File: src/rtl/fft_pkg.sv
// Shared FFT definitions: frame geometry, fixed-point format, complex bin type
// and a bit-reversal helper used by the output index mapper.
package fft_pkg;

  localparam int unsigned FFT_N     = 32;
  localparam int unsigned FFT_WIDTH = 16;
  localparam int unsigned FFT_FRAC  = 7;

  // Upper half real, lower half imag, matching the flattened bin packing.
  typedef struct packed {
    logic signed [FFT_WIDTH-1:0] re;
    logic signed [FFT_WIDTH-1:0] im;
  } complex_t;

  // Reverse the low `width` bits of idx; bits above width come back as zero.
  function automatic logic [31:0] bitrev(input logic [31:0] idx, input int unsigned width);
    logic [31:0] r;
    logic [31:0] v;
    r = '0;
    v = idx;
    for (int unsigned i = 0; i < 32; i++) begin
      if (i < width) begin
        r = {r[30:0], v[0]};
        v = v >> 1;
      end
    end
    return r;
  endfunction

endpackage

File: src/rtl/fft_bitrev_index.sv
// Purely combinational W-bit index reversal, used to read bit-reversed storage
// in natural frequency order.
module fft_bitrev_index
  import fft_pkg::*;
#(
  parameter int unsigned W = 5
) (
  input  logic [W-1:0] idx,
  output logic [W-1:0] rev
);

  // Reverse the counter bits.
  always_comb begin
    rev = W'(bitrev(32'(idx), W));
  end

endmodule

File: src/rtl/fft_out_serializer.sv
// Captures one frame of N_POINTS complex bins in a single cycle and streams
// them out one bin per beat over valid/ready. A new frame may load on the
// cycle the last beat is accepted, so frames run back-to-back with no bubble.
// Optional build macro: BIT_REVERSE_EN reads the buffer in bit-reversed order
// while out_index reports the natural bin number.
module fft_out_serializer
  import fft_pkg::*;
#(
  parameter int unsigned N_POINTS = FFT_N,
  parameter int unsigned WIDTH    = FFT_WIDTH,
  parameter int unsigned CNT_W    = $clog2(N_POINTS)
) (
  input  logic                        clk_100,
  input  logic                        reset,
  input  logic [N_POINTS*2*WIDTH-1:0] in_frame,
  input  logic                        load_valid,
  output logic                        load_ready,
  output logic [2*WIDTH-1:0]          out_data,
  output logic [CNT_W-1:0]            out_index,
  output logic                        out_last,
  output logic                        out_valid,
  input  logic                        out_ready,
  output logic                        frame_done
);

  localparam logic [0:0] StIdle   = 1'b0;
  localparam logic [0:0] StStream = 1'b1;

  logic [0:0]         state_q, state_d;
  logic [CNT_W-1:0]   cnt_q, cnt_d;
  logic [CNT_W-1:0]   rd_idx;
  logic [2*WIDTH-1:0] bins_q [N_POINTS];
  logic               frame_done_q;
  logic               cnt_last;
  logic               beat_fire;
  logic               load_fire;

`ifdef BIT_REVERSE_EN
  fft_bitrev_index #(
    .W(CNT_W)
  ) u_bitrev (
    .idx(cnt_q),
    .rev(rd_idx)
  );
`else
  assign rd_idx = cnt_q;
`endif

  // Handshake decode and output view of the buffer.
  always_comb begin
    cnt_last   = (cnt_q == CNT_W'(N_POINTS - 1));
    out_valid  = (state_q == StStream);
    out_last   = out_valid & cnt_last;
    out_index  = rd_idx;
    out_data   = bins_q[rd_idx];
    beat_fire  = out_valid & out_ready;
    // Accepting on the final beat lets the next frame follow with no gap.
    load_ready = (state_q == StIdle) | (beat_fire & out_last);
    load_fire  = load_valid & load_ready;
    frame_done = frame_done_q;
  end

  // Next state and beat counter; a load always restarts at bin 0.
  always_comb begin
    state_d = state_q;
    cnt_d   = cnt_q;
    if (load_fire) begin
      state_d = StStream;
      cnt_d   = '0;
    end else if (beat_fire) begin
      if (cnt_last) begin
        state_d = StIdle;
        cnt_d   = '0;
      end else begin
        cnt_d = cnt_q + CNT_W'(1);
      end
    end
  end

  // Control state; reset aborts any stream in flight.
  always_ff @(posedge clk_100 or negedge reset) begin
    if (!reset) begin
      state_q      <= StIdle;
      cnt_q        <= '0;
      frame_done_q <= 1'b0;
    end else begin
      state_q      <= state_d;
      cnt_q        <= cnt_d;
      frame_done_q <= beat_fire & out_last;
    end
  end

  // Frame buffer, written only when a load is accepted.
  always_ff @(posedge clk_100 or negedge reset) begin
    if (!reset) begin
      for (int k = 0; k < int'(N_POINTS); k++) begin
        bins_q[k] <= '0;
      end
    end else if (load_fire) begin
      for (int k = 0; k < int'(N_POINTS); k++) begin
        bins_q[k] <= in_frame[k*2*WIDTH +: 2*WIDTH];
      end
    end
  end

endmodule

File: config.mk
export PLATFORM = sky130hd
export DESIGN_NAME = fft_out_serializer
export DESIGN_NICKNAME = d
export VERILOG_FILES = /design/src/rtl/fft_pkg.sv /design/src/rtl/fft_bitrev_index.sv /design/src/rtl/fft_out_serializer.sv
export SDC_FILE = /design/constraint.sdc
export NUM_CORES = 2
export LEC_CHECK = 0
export CORE_AREA = 3 3 411 413
export DETAILED_ROUTE_END_ITERATION = 8
export DIE_AREA = 0 0 414 416
export GPL_TIMING_DRIVEN = 1
export SETUP_SLACK_MARGIN = 0.02
export SYNTH_ARGS = -nofsm -noshare
export SYNTH_HDL_FRONTEND = slang
export SYNTH_SLANG_ARGS = --single-unit
File: constraint.sdc
create_clock -name clk_100 -period 3.1 [get_ports clk_100]
set_input_delay 0.62 -clock clk_100 [delete_from_list [all_inputs] [get_ports clk_100]]
set_output_delay 0.62 -clock clk_100 [all_outputs]
set_load 0.1 [all_outputs]
==> results.cfg <==
[floorplan]
fp.dieW_um = 414
ioPinCount = 1069
rows = 149
start_util_pct = 29.3
die_h_um = 416
die_area_mm2 = 0.172
coreArea_mm2 = 0.165

[critical_path]
cp_cell_sequence = buf_12 > buf_12 > buf_12 > mux2i_2 > a22oi_2 > buf_4 > a31oi_4 > nand3_2 > buf_12
slowest_stage = dfrtp_4
cp_top_family = buffers and inverters
critical_path_peak_fanout = 8
endpoint_kind = primary output
arrival_ns = 3.08
crit_top_cell = buf_12
cp_num_buf_inv = 5
start_kind = flip-flop
crit_required_ns = 2.48
cpPeakStageDelay_ns = 0.53
path_class = reg -> out

[place]
placedCellCount = 6735
gp_congestion = 0.863
place_hpwl_mm = 156
post_dp_cell_area_mm2 = 0.0648
io_buffers = 1068

[sta]
min_period_ns = 3.70
rsz0062_at_grt = yes
setup_viol = 34
finClkSkew_ns = 0.0261
relSlewSlack_pct = 51.0
fmax_mhz = 270
slew_viol_final = 0
setup_ws_ns = -0.601
hold_slack_ns = 0.418
finalCritPeriodShare_pct = 119
finalHoldViolCount = 0
tightest_slew_ns = 0.735

[synth]
syn_area_mm2 = 0.0484
ys.flop_type = dfrtp_1
seq_area_frac_synth_pct = 53.3
netlist_instances = 3362
synth-edff-count = 0
synthDistinctLibCells = 28
yosys_register_bits = 1031
syn_avg_cell_area_um2 = 14.4
synthArstFlopShare_pct = 100
yosysWarnings = 0
synth_nets = 4392

[route]
antenna_left = 0
drc = 0
wire_per_inst_um = 28.3
first_iter_violations = 2067
wl_mm = 200
avgViaCountPerCell = 4.80
dr.pass1.iters = 4
vias = 33900

[global_route]
grt_pass1_wl_mm = 277
grt_max_degree = 126
grt_overflow_total = 0
grt_pass1_vias = 36400
globalRouteTotalUtil_pct = 22.5
antenna_found_initial = 82

[clocking]
path_clk_slew_ns = 0.06
clk_latency_ns = 0.73
cts_made_buffers = 117
cts_tree = done
root_buffer = clkbuf_16
cts_buffer_depth = 3
cts_num_sinks = 1031
cts-htree-levels = 3

[outcome]
violations = setup timing
status = complete, but fails checks

[power]
leakagePower_nw = 31.1
peakVddDrop_mv = 0.689
p_per_area_mw_per_mm2 = 1040

[cells_and_area]
syn2layout_area_growth_pct = 47.9
stdcell_count = 7072
drive_above_1_share_pct = 39.5
nets = 5761
final_area_mm2 = 0.0716
final_common_cell = dfrtp_1
layout_common_cells = 1027 x dfrtp_1, 1026 x clkdlybuf4s50_1, 653 x mux2_2

[hold_path]
hold_class = in -> async

[run]
drv_cap = 0
==> Yosys cell counts, types with 32 or more instances <==
master / instances / area share (%)
a21oi_1: 97 / 1.0
a22o_1: 66 / 1.2
a22oi_1: 96 / 1.5
a31oi_1: 32 / 0.41
buf_2: 134 / 1.4
buf_6: 42 / 0.98
clkbuf_1: 55 / 0.43
dfrtp_1: 1031 / 53
mux2_2: 666 / 15
mux2_4: 360 / 11
mux2i_1: 513 / 11
nand2_1: 103 / 0.80
nand3_1: 98 / 1.0
nor3_1: 32 / 0.33
==> kinds of logic (layout without fill, tap and decap cells) <==
| family | count (synthesis) | after routing | synth area share, % |
|---|---|---|---|
| other | 0 | 53 | 0 |
| flip-flops | 1031 | 1031 | 53.3 |
| AO/OA/AOI/OAI | 296 | 296 | 4.16 |
| multiplexers | 1539 | 1539 | 37.3 |
| AND/OR/NAND/NOR | 250 | 250 | 2.37 |
| buffers and inverters | 244 | 1712 | 2.89 |
| adder cells (fa/ha/maj) | 2 | 2 | 0.0517 |
==> repair_timing <==
action,in CTS,in global routing
cloned,8,8
hold endpoints to repair,22,0
gates resized for setup,153,187
endpoints found under the setup margin,35,34
pin swaps,20,64
setup buffers,9,48
hold buffers,1,0
==> final timing paths <==
path / cells after the start / slack, ns / from / to
worst max-delay path: 9 / -0.60 / out_index[0] / out_data[29]
worst min-delay path: 2 / 0.42 / reset / bins_q[675]
worst max register to register: 13 / 0.07 / out_index[0] / bins_q[561]
worst min register to register: 1 / 0.50 / bins_q[491] / bins_q[491]
max in group asynchronous: 4 / 1.64 / reset / bins_q[628]
min in group clk_100: 2 / 0.49 / in_frame[669] / bins_q[381]
==> routing by layer <==
| metal | global-route usage (%) | routed length [um] | vias to the layer above |
|---|---|---|---|
| li1 | - | - | 15200 |
| met1 | 26.8 | 80300 | 17500 |
| met2 | 39.9 | 103000 | 927 |
| met3 | 5.04 | 9930 | 278 |
| met4 | 7.65 | 6720 | 28 |
| met5 | 0 | 184 | - |
==> state kept, by name, indices dropped and copies added (netlist names) <==
signal and cells:
bins_q 1024, out_index 5, frame_done 1, out_valid 1
==> metrics by stage <==
stage / setup TNS, ns / power (W) / setup slack, ns / utilization [%]
5_1_grt: -20.18 / 0.0777 / -0.729 / 43.3
3_5_place_dp: -5.51 / 0.0569 / -0.655 / 39.2
4_1_cts: -22.98 / 0.0736 / -0.807 / 42.4
2_1_floorplan: 0 / 0.0413 / 0.0671 / -
3_3_place_gp: -5.12 / 0.0564 / -0.633 / 39.2
6_report: -16.04 / 0.0742 / -0.601 / 43.4
==> power breakdown <==
| part | switching [W] | internal (W) |
|---|---|---|
| sequential | 0.00395 | 0.0200 |
| combinational | 0.0183 | 0.0171 |
| clock | 0.00608 | 0.00870 |
| total | 0.0284 | 0.0458 |
==> area by class of cell <==
cell class | instances | area, um2
Timing Repair Buffer | 1493 | 16000
Multi-Input combinational cell | 2087 | 22800
Clock inverter | 49 | 648
Fill cell | 15100 | 93500
Tap cell | 2189 | 2740
Inverter | 1 | 3.75
Antenna cell | 53 | 133
Clock buffer | 169 | 3470
Sequential cell | 1031 | 25800
Power figures use the tool's default switching activity.
